`src/rtl/alu_seq_unit.sv`:
```
// Registered ALU with the 14-op map and an iterative shift-add multiplier that produces the full 2*WIDTH product.
// Latency: 1 cycle for single ops; MUL completes WIDTH cycles after the accepting edge.
// Backpressure: busy is high while a multiply iterates; a start during busy is dropped (no queueing).
module alu_seq_unit #(
  parameter int WIDTH = 8
) (
  input  logic             clk,
  input  logic             rst_n,
  input  logic             start,
  input  logic [3:0]       opcode,
  input  logic [WIDTH-1:0] in1,
  input  logic [WIDTH-1:0] in2,
  output logic             busy,
  output logic             done,
  output logic [WIDTH-1:0] result,
  output logic [WIDTH-1:0] result_hi,
  output logic             cout,
  output logic             zero,
  output logic             neg,
  output logic             err
);

  localparam logic [3:0] OP_AND  = 4'd0;
  localparam logic [3:0] OP_OR   = 4'd1;
  localparam logic [3:0] OP_NAND = 4'd2;
  localparam logic [3:0] OP_NOR  = 4'd3;
  localparam logic [3:0] OP_XOR  = 4'd4;
  localparam logic [3:0] OP_NOT  = 4'd5;
  localparam logic [3:0] OP_INC  = 4'd6;
  localparam logic [3:0] OP_DEC  = 4'd7;
  localparam logic [3:0] OP_ADD  = 4'd8;
  localparam logic [3:0] OP_SUB  = 4'd9;
  localparam logic [3:0] OP_MUL  = 4'd10;
  localparam logic [3:0] OP_SHR  = 4'd11;
  localparam logic [3:0] OP_SHL  = 4'd12;
  localparam logic [3:0] OP_ASR  = 4'd13;

  // Index of the final shift-add step; the product is written out on that edge.
  localparam logic [5:0] LAST_STEP = 6'(WIDTH - 1);

  typedef enum logic {S_IDLE, S_MUL} state_t;

  state_t               state;
  logic [2*WIDTH-1:0]   mcand;
  logic [WIDTH-1:0]     mplier;
  logic [2*WIDTH-1:0]   acc;
  logic [5:0]           cnt;

  logic [WIDTH-1:0]     op_res;
  logic                 op_c;
  logic                 op_err;
  logic [WIDTH:0]       ext_sum;
  logic [2*WIDTH-1:0]   step_acc;

  // Single-cycle operation result and carry for every opcode except MUL.
  always_comb begin
    op_res  = '0;
    op_c    = 1'b0;
    op_err  = 1'b0;
    ext_sum = '0;
    case (opcode)
      OP_AND:  op_res = in1 & in2;
      OP_OR:   op_res = in1 | in2;
      OP_NAND: op_res = ~(in1 & in2);
      OP_NOR:  op_res = ~(in1 | in2);
      OP_XOR:  op_res = in1 ^ in2;
      OP_NOT:  op_res = ~in1;
      OP_INC: begin
        ext_sum = {1'b0, in1} + {{WIDTH{1'b0}}, 1'b1};
        op_res  = ext_sum[WIDTH-1:0];
        op_c    = ext_sum[WIDTH];
      end
      OP_DEC: begin
        op_res = in1 - {{(WIDTH-1){1'b0}}, 1'b1};
        op_c   = (in1 == '0);
      end
      OP_ADD: begin
        ext_sum = {1'b0, in1} + {1'b0, in2};
        op_res  = ext_sum[WIDTH-1:0];
        op_c    = ext_sum[WIDTH];
      end
      OP_SUB: begin
        // Carry of A + ~B + 1: set means no borrow.
        ext_sum = {1'b0, in1} + {1'b0, ~in2} + {{WIDTH{1'b0}}, 1'b1};
        op_res  = ext_sum[WIDTH-1:0];
        op_c    = ext_sum[WIDTH];
      end
      OP_MUL:  op_res = '0;
      OP_SHR: begin
        op_res = {1'b0, in1[WIDTH-1:1]};
        op_c   = in1[0];
      end
      OP_SHL: begin
        op_res = {in1[WIDTH-2:0], 1'b0};
        op_c   = in1[WIDTH-1];
      end
      OP_ASR: begin
        op_res = {in1[WIDTH-1], in1[WIDTH-1:1]};
        op_c   = in1[0];
      end
      default: op_err = 1'b1;
    endcase
  end

  // One shift-add step: add the shifted multiplicand when the current multiplier LSB is set.
  always_comb begin
    step_acc = mplier[0] ? (acc + mcand) : acc;
  end

  // Control FSM, multiply engine and registered result/flags; done is a one-cycle pulse.
  always_ff @(posedge clk or negedge rst_n) begin
    if (!rst_n) begin
      state     <= S_IDLE;
      mcand     <= '0;
      mplier    <= '0;
      acc       <= '0;
      cnt       <= '0;
      busy      <= 1'b0;
      done      <= 1'b0;
      result    <= '0;
      result_hi <= '0;
      cout      <= 1'b0;
      zero      <= 1'b0;
      neg       <= 1'b0;
      err       <= 1'b0;
    end else begin
      done <= 1'b0;
      case (state)
        S_IDLE: begin
          if (start) begin
            if (opcode == OP_MUL) begin
              mcand  <= {{WIDTH{1'b0}}, in1};
              mplier <= in2;
              acc    <= '0;
              cnt    <= '0;
              busy   <= 1'b1;
              state  <= S_MUL;
            end else begin
              result    <= op_res;
              result_hi <= '0;
              cout      <= op_c;
              zero      <= (op_res == '0);
              neg       <= op_res[WIDTH-1];
              err       <= op_err;
              done      <= 1'b1;
            end
          end
        end
        S_MUL: begin
          acc    <= step_acc;
          mcand  <= mcand << 1;
          mplier <= mplier >> 1;
          cnt    <= cnt + 6'd1;
          if (cnt == LAST_STEP) begin
            result    <= step_acc[WIDTH-1:0];
            result_hi <= step_acc[2*WIDTH-1:WIDTH];
            cout      <= 1'b0;
            zero      <= (step_acc == '0);
            neg       <= step_acc[2*WIDTH-1];
            err       <= 1'b0;
            done      <= 1'b1;
            busy      <= 1'b0;
            state     <= S_IDLE;
          end
        end
        default: state <= S_IDLE;
      endcase
    end
  end

endmodule

```
`config.mk`:
```
export PLATFORM = sky130hd
export DESIGN_NAME = alu_seq_unit
export DESIGN_NICKNAME = d
export VERILOG_FILES = /design/src/rtl/alu_seq_unit.sv
export SDC_FILE = /design/constraint.sdc
export NUM_CORES = 1
export LEC_CHECK = 0
export BUFFER_PORTS_ARGS = -buffer_cell sky130_fd_sc_hd__buf_2
export CAP_MARGIN = 10
export CORE_MARGIN = 2
export CORE_UTILIZATION = 45
export CTS_BUF_LIST = sky130_fd_sc_hd__clkbuf_8
export CTS_CLUSTER_DIAMETER = 80
export CTS_CLUSTER_SIZE = 14
export DETAILED_ROUTE_END_ITERATION = 6
export PLACE_DENSITY = 0.67
export SLEW_MARGIN = 20
export SYNTH_ARGS = -nofsm -noshare
export SYNTH_HDL_FRONTEND = slang
export SYNTH_SLANG_ARGS = --single-unit
```
`constraint.sdc`:
```
create_clock -name clk -period 7.3 [get_ports clk]
set_input_delay 1.46 -clock clk [delete_from_list [all_inputs] [get_ports clk]]
set_output_delay 1.46 -clock clk [all_outputs]
set_load 0.1 [all_outputs]
```
; ---- Word level (Yosys, flattened, before mapping)
; Cells that the tools add are included.
[word_totals]
input_bits = 23
wordCells = 105
out_inout_bits = 22
regBits = 69
[classes]
n_mux = 50
bitwise_logic = 8
add_sub_neg = 7
n_reduce_logical = 9
eq_ne = 18
[op_table]
columns = operator, n
row1 = 8-bit case mux with 13 select lines, 1
row2 = 16-bit two-way mux, 5
row3 = 8-bit two-way mux, 8
row4 = 16-bit case mux with 2 select lines, 2
row5 = 8-bit case mux with 2 select lines, 3
row6 = 8-bit inverter, 4
row7 = 4-bit equality test (second input constant), 6
row8 = 1-bit two-way mux, 20
row9 = 8-bit by 8-bit adder with 9-bit output, 2
row10 = 16-bit adder, 1
row11 = 4-bit by 3-bit equality test with 1-bit output (second input constant), 4
row12 = 16-bit zero test, 1
row13 = 8-bit zero test, 2
row14 = 1-bit case mux with 2 select lines, 7
row15 = 13-bit OR reduction, 1
row16 = 6-bit two-way mux, 2
row17 = 6-bit case mux with 2 select lines, 1
row18 = 8-bit by 1-bit adder with 9-bit output (second input constant), 1
row19 = 9-bit by 1-bit adder with 9-bit output (second input constant), 1
row20 = 8-bit AND, 1
row21 = 4-bit by 2-bit equality test with 1-bit output (second input constant), 2
row22 = 8-bit bitwise OR, 1
row23 = 8-bit by 1-bit subtractor with 8-bit output (second input constant), 1
row24 = 8-bit XOR, 1
row25 = other kinds (11), 14

; ---- Longest topological paths before layout
[depth]
ltp_word = 8
mapped_depth = 13
depth_no_buf = 13

; ---- Least setup slack after synthesis
; Ideal clock, no wire load.
[synth_timing]
path_type = in2reg
from = input port in1[2]
to = register zero
arrival_ns = 3.603
setup_time_ns = 0.142
path_stages = 12
path_buffers = 1
required_time_ns = 7.158
path_slack_ns = 3.556
cell_sequence = clkbuf_1 inv_1 ha_1 inv_1 a21oi_1 o21ba_2 o41ai_1 or4b_2 nand3_1 nor2_1 a32oi_1 o21ai_1
[synth_between]
elab_chain_cells = 7
elab_cells_between_ends = 16
classes_between = add/sub (5) / mux (4) / bitwise (6) / reduce/logical (1)
[synth_rtl]
columns = item, line
row1 = from (decl), 11  ; input logic [WIDTH-1:0] in1,
row2 = 8-bit by 8-bit adder with 9-bit output (tied with other cells), 84  ; ext_sum = {1'b0, in1} + {1'b0, ~in2} + {{WIDTH{1'b0}}, 1'b1};
row3 = 9-bit by 1-bit adder with 9-bit output (tied with other cells), 84
row4 = 8-bit case mux with 13 select lines *, 61  ; case (opcode)
row5 = 8-bit zero test *, 142  ; zero <= (op_res == '0);
row6 = 1-bit two-way mux *, 131  ; if (opcode == OP_MUL) begin
row7 = 1-bit two-way mux *, 130  ; if (start) begin
row8 = 1-bit case mux with 2 select lines *, 128  ; case (state)
row9 = to (signal assigned), 142
row10 = to (signal assigned), 158  ; zero <= (step_acc == '0);
row11 = to (decl), 18  ; output logic zero,
; Every way passes the cells marked *; elsewhere a longest branch is shown, timed or not. The select of a mux whose other input is x is not followed.
; A chain may end at the register's enable or synchronous reset.

; ---- Final worst setup path
[layout_timing]
from = input port opcode[0]
to = register zero
[layout_between]
elab_chain_cells = 6
elab_cells_between_ends = 21
classes_between = eq/ne (14) / mux (4) / reduce/logical (3)
[layout_rtl]
columns = item, line
row1 = from (decl), 10  ; input logic [3:0] opcode,
row2 = 4-bit equality test (tied with other cells), 61
row3 = 8-bit case mux with 13 select lines, 61
row4 = 8-bit zero test, 142
row5 = 1-bit two-way mux, 131
row6 = 1-bit two-way mux, 130
row7 = 1-bit case mux with 2 select lines, 128
; Parallel ways exist; a longest one is shown, timed or not. The select of a mux whose other input is x is not followed.

==> flow_summary_export.csv <==
group,metric,value,unit
global_route,gr-usage-all-layers,26.2,%
die,dieArea,0.0135,mm2
layout,syn2layout_area_growth,8.50,%
global_route,grt_pass1_vias,4963,
sta,rsz0062_at_grt,"no",
sta,holdWs,0.483,ns
place,dp_hpwl,12500,um
routing,postRouteAntennaNets,0,
die,core_area,0.0122,mm2
worst_setup_path,worstSetupPathType,"in2reg",
die,rows,40,
worst_setup_path,cp.required,7.58,ns
worst_setup_path,cpMaxStageDelayCell,"or4b_1",
global_route,grt_pass1_wl,27300,um
clocking,clockBufferDepth,2,
clocking,clock_latency,0.36,ns
logic_synthesis,synthesis.nets,771,
sta,worstMarginPinSlew,1.04,ns
clocking,clkTransAtPathRegs,0.07,ns
worst_setup_path,start_kind,"primary input",
logic_synthesis,synth-seq-cells,69,
sta,hold_viol,0,
worst_setup_path,rrSetupSlack,3.95,ns
worst_setup_path,end_kind,"flip-flop",
logic_synthesis,yosys.area.top_type,"dfrtp_1",
place,io_buffers,44,
sta,relSlewSlack,30.0,%
sta,fmax,0.245,GHz
routing,drtPass1Iterations,5,
worst_setup_path,cpPeakStageDelay,0.47,ns
clocking,clock-sinks,69,
worst_setup_path,cp_max_fo,41,
layout,fin_nets,785,
logic_synthesis,syn_avg_cell_area,8.07,um2
clocking,htree_levels,3,
die,die_w,116,um
routing,vias_per_cell,6.03,
clocking,cts_buffers,9,
place,placed_area,0.00595,mm2
power_and_ir_drop,p_total,1.97,mW
global_route,antenna_found_initial,0,
die,start_util,46.6,%
logic_synthesis,synth_edf_count,0,
logic_synthesis,syn-cell-area,0.00566,mm2
clocking,clock-root-buffer,"clkbuf_8",
global_route,grt-ovfl-total,0,
die,ios,45,
logic_synthesis,yosysUniqueCellTypes,75,
layout,fin_area,0.00615,mm2
routing,first_iter_violations,523,
logic_synthesis,synth_top_area_share,30.5,%
sta,slew_violations,0,
clocking,cts_hold_buf,0,
power_and_ir_drop,ir_worst_vdd,0.240,mV
logic_synthesis,syn_inst,702,
worst_hold_path,hp-class,"reg2reg",
sta,period_needed,4.08,ns
worst_setup_path,worstPathCellList,"buf_2 -> buf_4 -> nor4bb_1 -> nor3b_4 -> nor2_2 -> nor4_1 -> nand4bb_1 -> a2111oi_2 -> nand4_1 -> or4b_1 -> o21ai_1",
sta,fin_crit_sh,55.9,%
routing,via_count,5365,
die,die_h,116,um
layout,drive_gt1_share,11.2,%
logic_synthesis,synth_async_sr_flop_share,100,%
place,gp_congestion,0.989,
routing,drcViolationCount,0,
logic_synthesis,yosys_warnings,0,
layout,diodes,0,
job,drv_cap,0,
logic_synthesis,yosysSeqAreaShare,30.5,%
worst_setup_path,critPathArrivalTime,4.35,ns
power_and_ir_drop,power_leakage,2.75,nW
logic_synthesis,synth_ff_type,"dfrtp_1",
sta,setup_tns,0,ns
clocking,cts_resized,0,
power_and_ir_drop,powerDensity,321,mW/mm2
status,outcome,"completed",
clocking,cts_tree,"built",
routing,wl_per_cell,19.2,um
logic_synthesis,synth_area_leaders,"dfrtp_1 30%, ha_1 9.5%, nand2_1 6.5%",
sta,skew,0.00951,ns
global_route,grt_max_degree,73,
clocking,postCtsSetupBuffers,0,
routing,wirelength,17100,um
sta,setup_viol,0,
report_power, final:
group          internal, mW  switching [mW]
sequential            0.510           0.110
combinational         0.296           0.745
clock                 0.163           0.149
state kept, by name, summed over array words and instances (netlist names), 6 cells and up:
register   flops
cnt            6
mplier         8
result_hi      8
mcand         16
result         8
acc           16
logic make-up after synthesis:
| kind of cell | share of synthesized area [%] |
|---|---|
| mux | 2.74 |
| buf+inv | 5.28 |
| fa+ha+maj | 10.6 |
| simple gates | 20.4 |
| xor+xnor | 3.87 |
| flops | 30.5 |
| compound gates | 26.6 |
through the flow:
| step | cells | worst slack [ns] | utilization [%] |
|---|---|---|---|
| finish | 889 | 3.22 | 50.5 |
| global route | 889 | 2.98 | 50.5 |
| CTS | 889 | 3.30 | 50.5 |
| detailed placement | 873 | 2.92 | 49.0 |
| global placement | 873 | 3.02 | 49.0 |
| floorplan | 702 | 3.56 | - |
routing by layer:
metal,wire length [um],global-route usage (%),vias up
met3,1190,4.41,30
met4,402,7.86,0
li1,-,-,2582
met2,7380,39.1,186
met5,0,0,-
met1,8100,39.0,2567
synthesized netlist by cell type (all sizes together), types with 4 or more instances:
cell	n
a2111oi	5
a211oi	7
a21o	5
a21oi	48
a221o	5
a22o	9
a22oi	8
a31oi	13
a32oi	5
and3	5
buf	12
clkbuf	34
dfrtp	69
ha	43
inv	32
mux2	4
mux2i	11
nand2	98
nand2b	5
nand3	19
nand4	5
nor2	48
nor2b	15
nor3	15
nor4	5
o211ai	7
o21ai	63
o221ai	5
o22ai	12
o31ai	4
or3	4
xnor2	15
xor2	10
area by class of cell:
class                           instances  area, um2
Clock buffer                           10        138
Clock inverter                          6       53.8
Fill cell                            1185       6020
Inverter                               32        120
Multi-Input combinational cell        555       3640
Sequential cell                        69       1730
Tap cell                              168        210
Timing Repair Buffer                   49        258
final timing paths:
kind                                       startpoint                       end  cells past startpoint
min in group asynchronous                       rst_n  result_hi[5]$_DFFE_PN0P_                      2
worst min register to register  mplier[7]$_DFFE_PN0P_     mplier[6]$_DFFE_PN0P_                      2
worst max register to register   mcand[0]$_DFFE_PN0P_          zero$_DFFE_PN0P_                     11
max in group asynchronous                       rst_n           state$_DFF_PN0_                      2
worst min-delay path            mplier[7]$_DFFE_PN0P_     mplier[6]$_DFFE_PN0P_                      2
worst max-delay path                        opcode[0]          zero$_DFFE_PN0P_                     11
layout by cell type, fill, tap and decap left out, drive strengths merged, types with 7 or more instances in the layout:
cell    instances
nand2          98
dfrtp          69
o21ai          63
buf            49
a21oi          48
nor2           48
ha             43
inv            33
nand3          19
nor3           15
xnor2          15
nor2b          15
a31oi          13
o22ai          12
mux2i          11
xor2           10
clkbuf         10
a22o            9
a22oi           8
o211ai          7
a211oi          7
critical path: cells and delay by family:
kind	cells	cell delay, ns
buf+inv	2	0.45
compound gates	2	0.48
simple gates	7	1.95
Power figures use the tool's default switching activity.
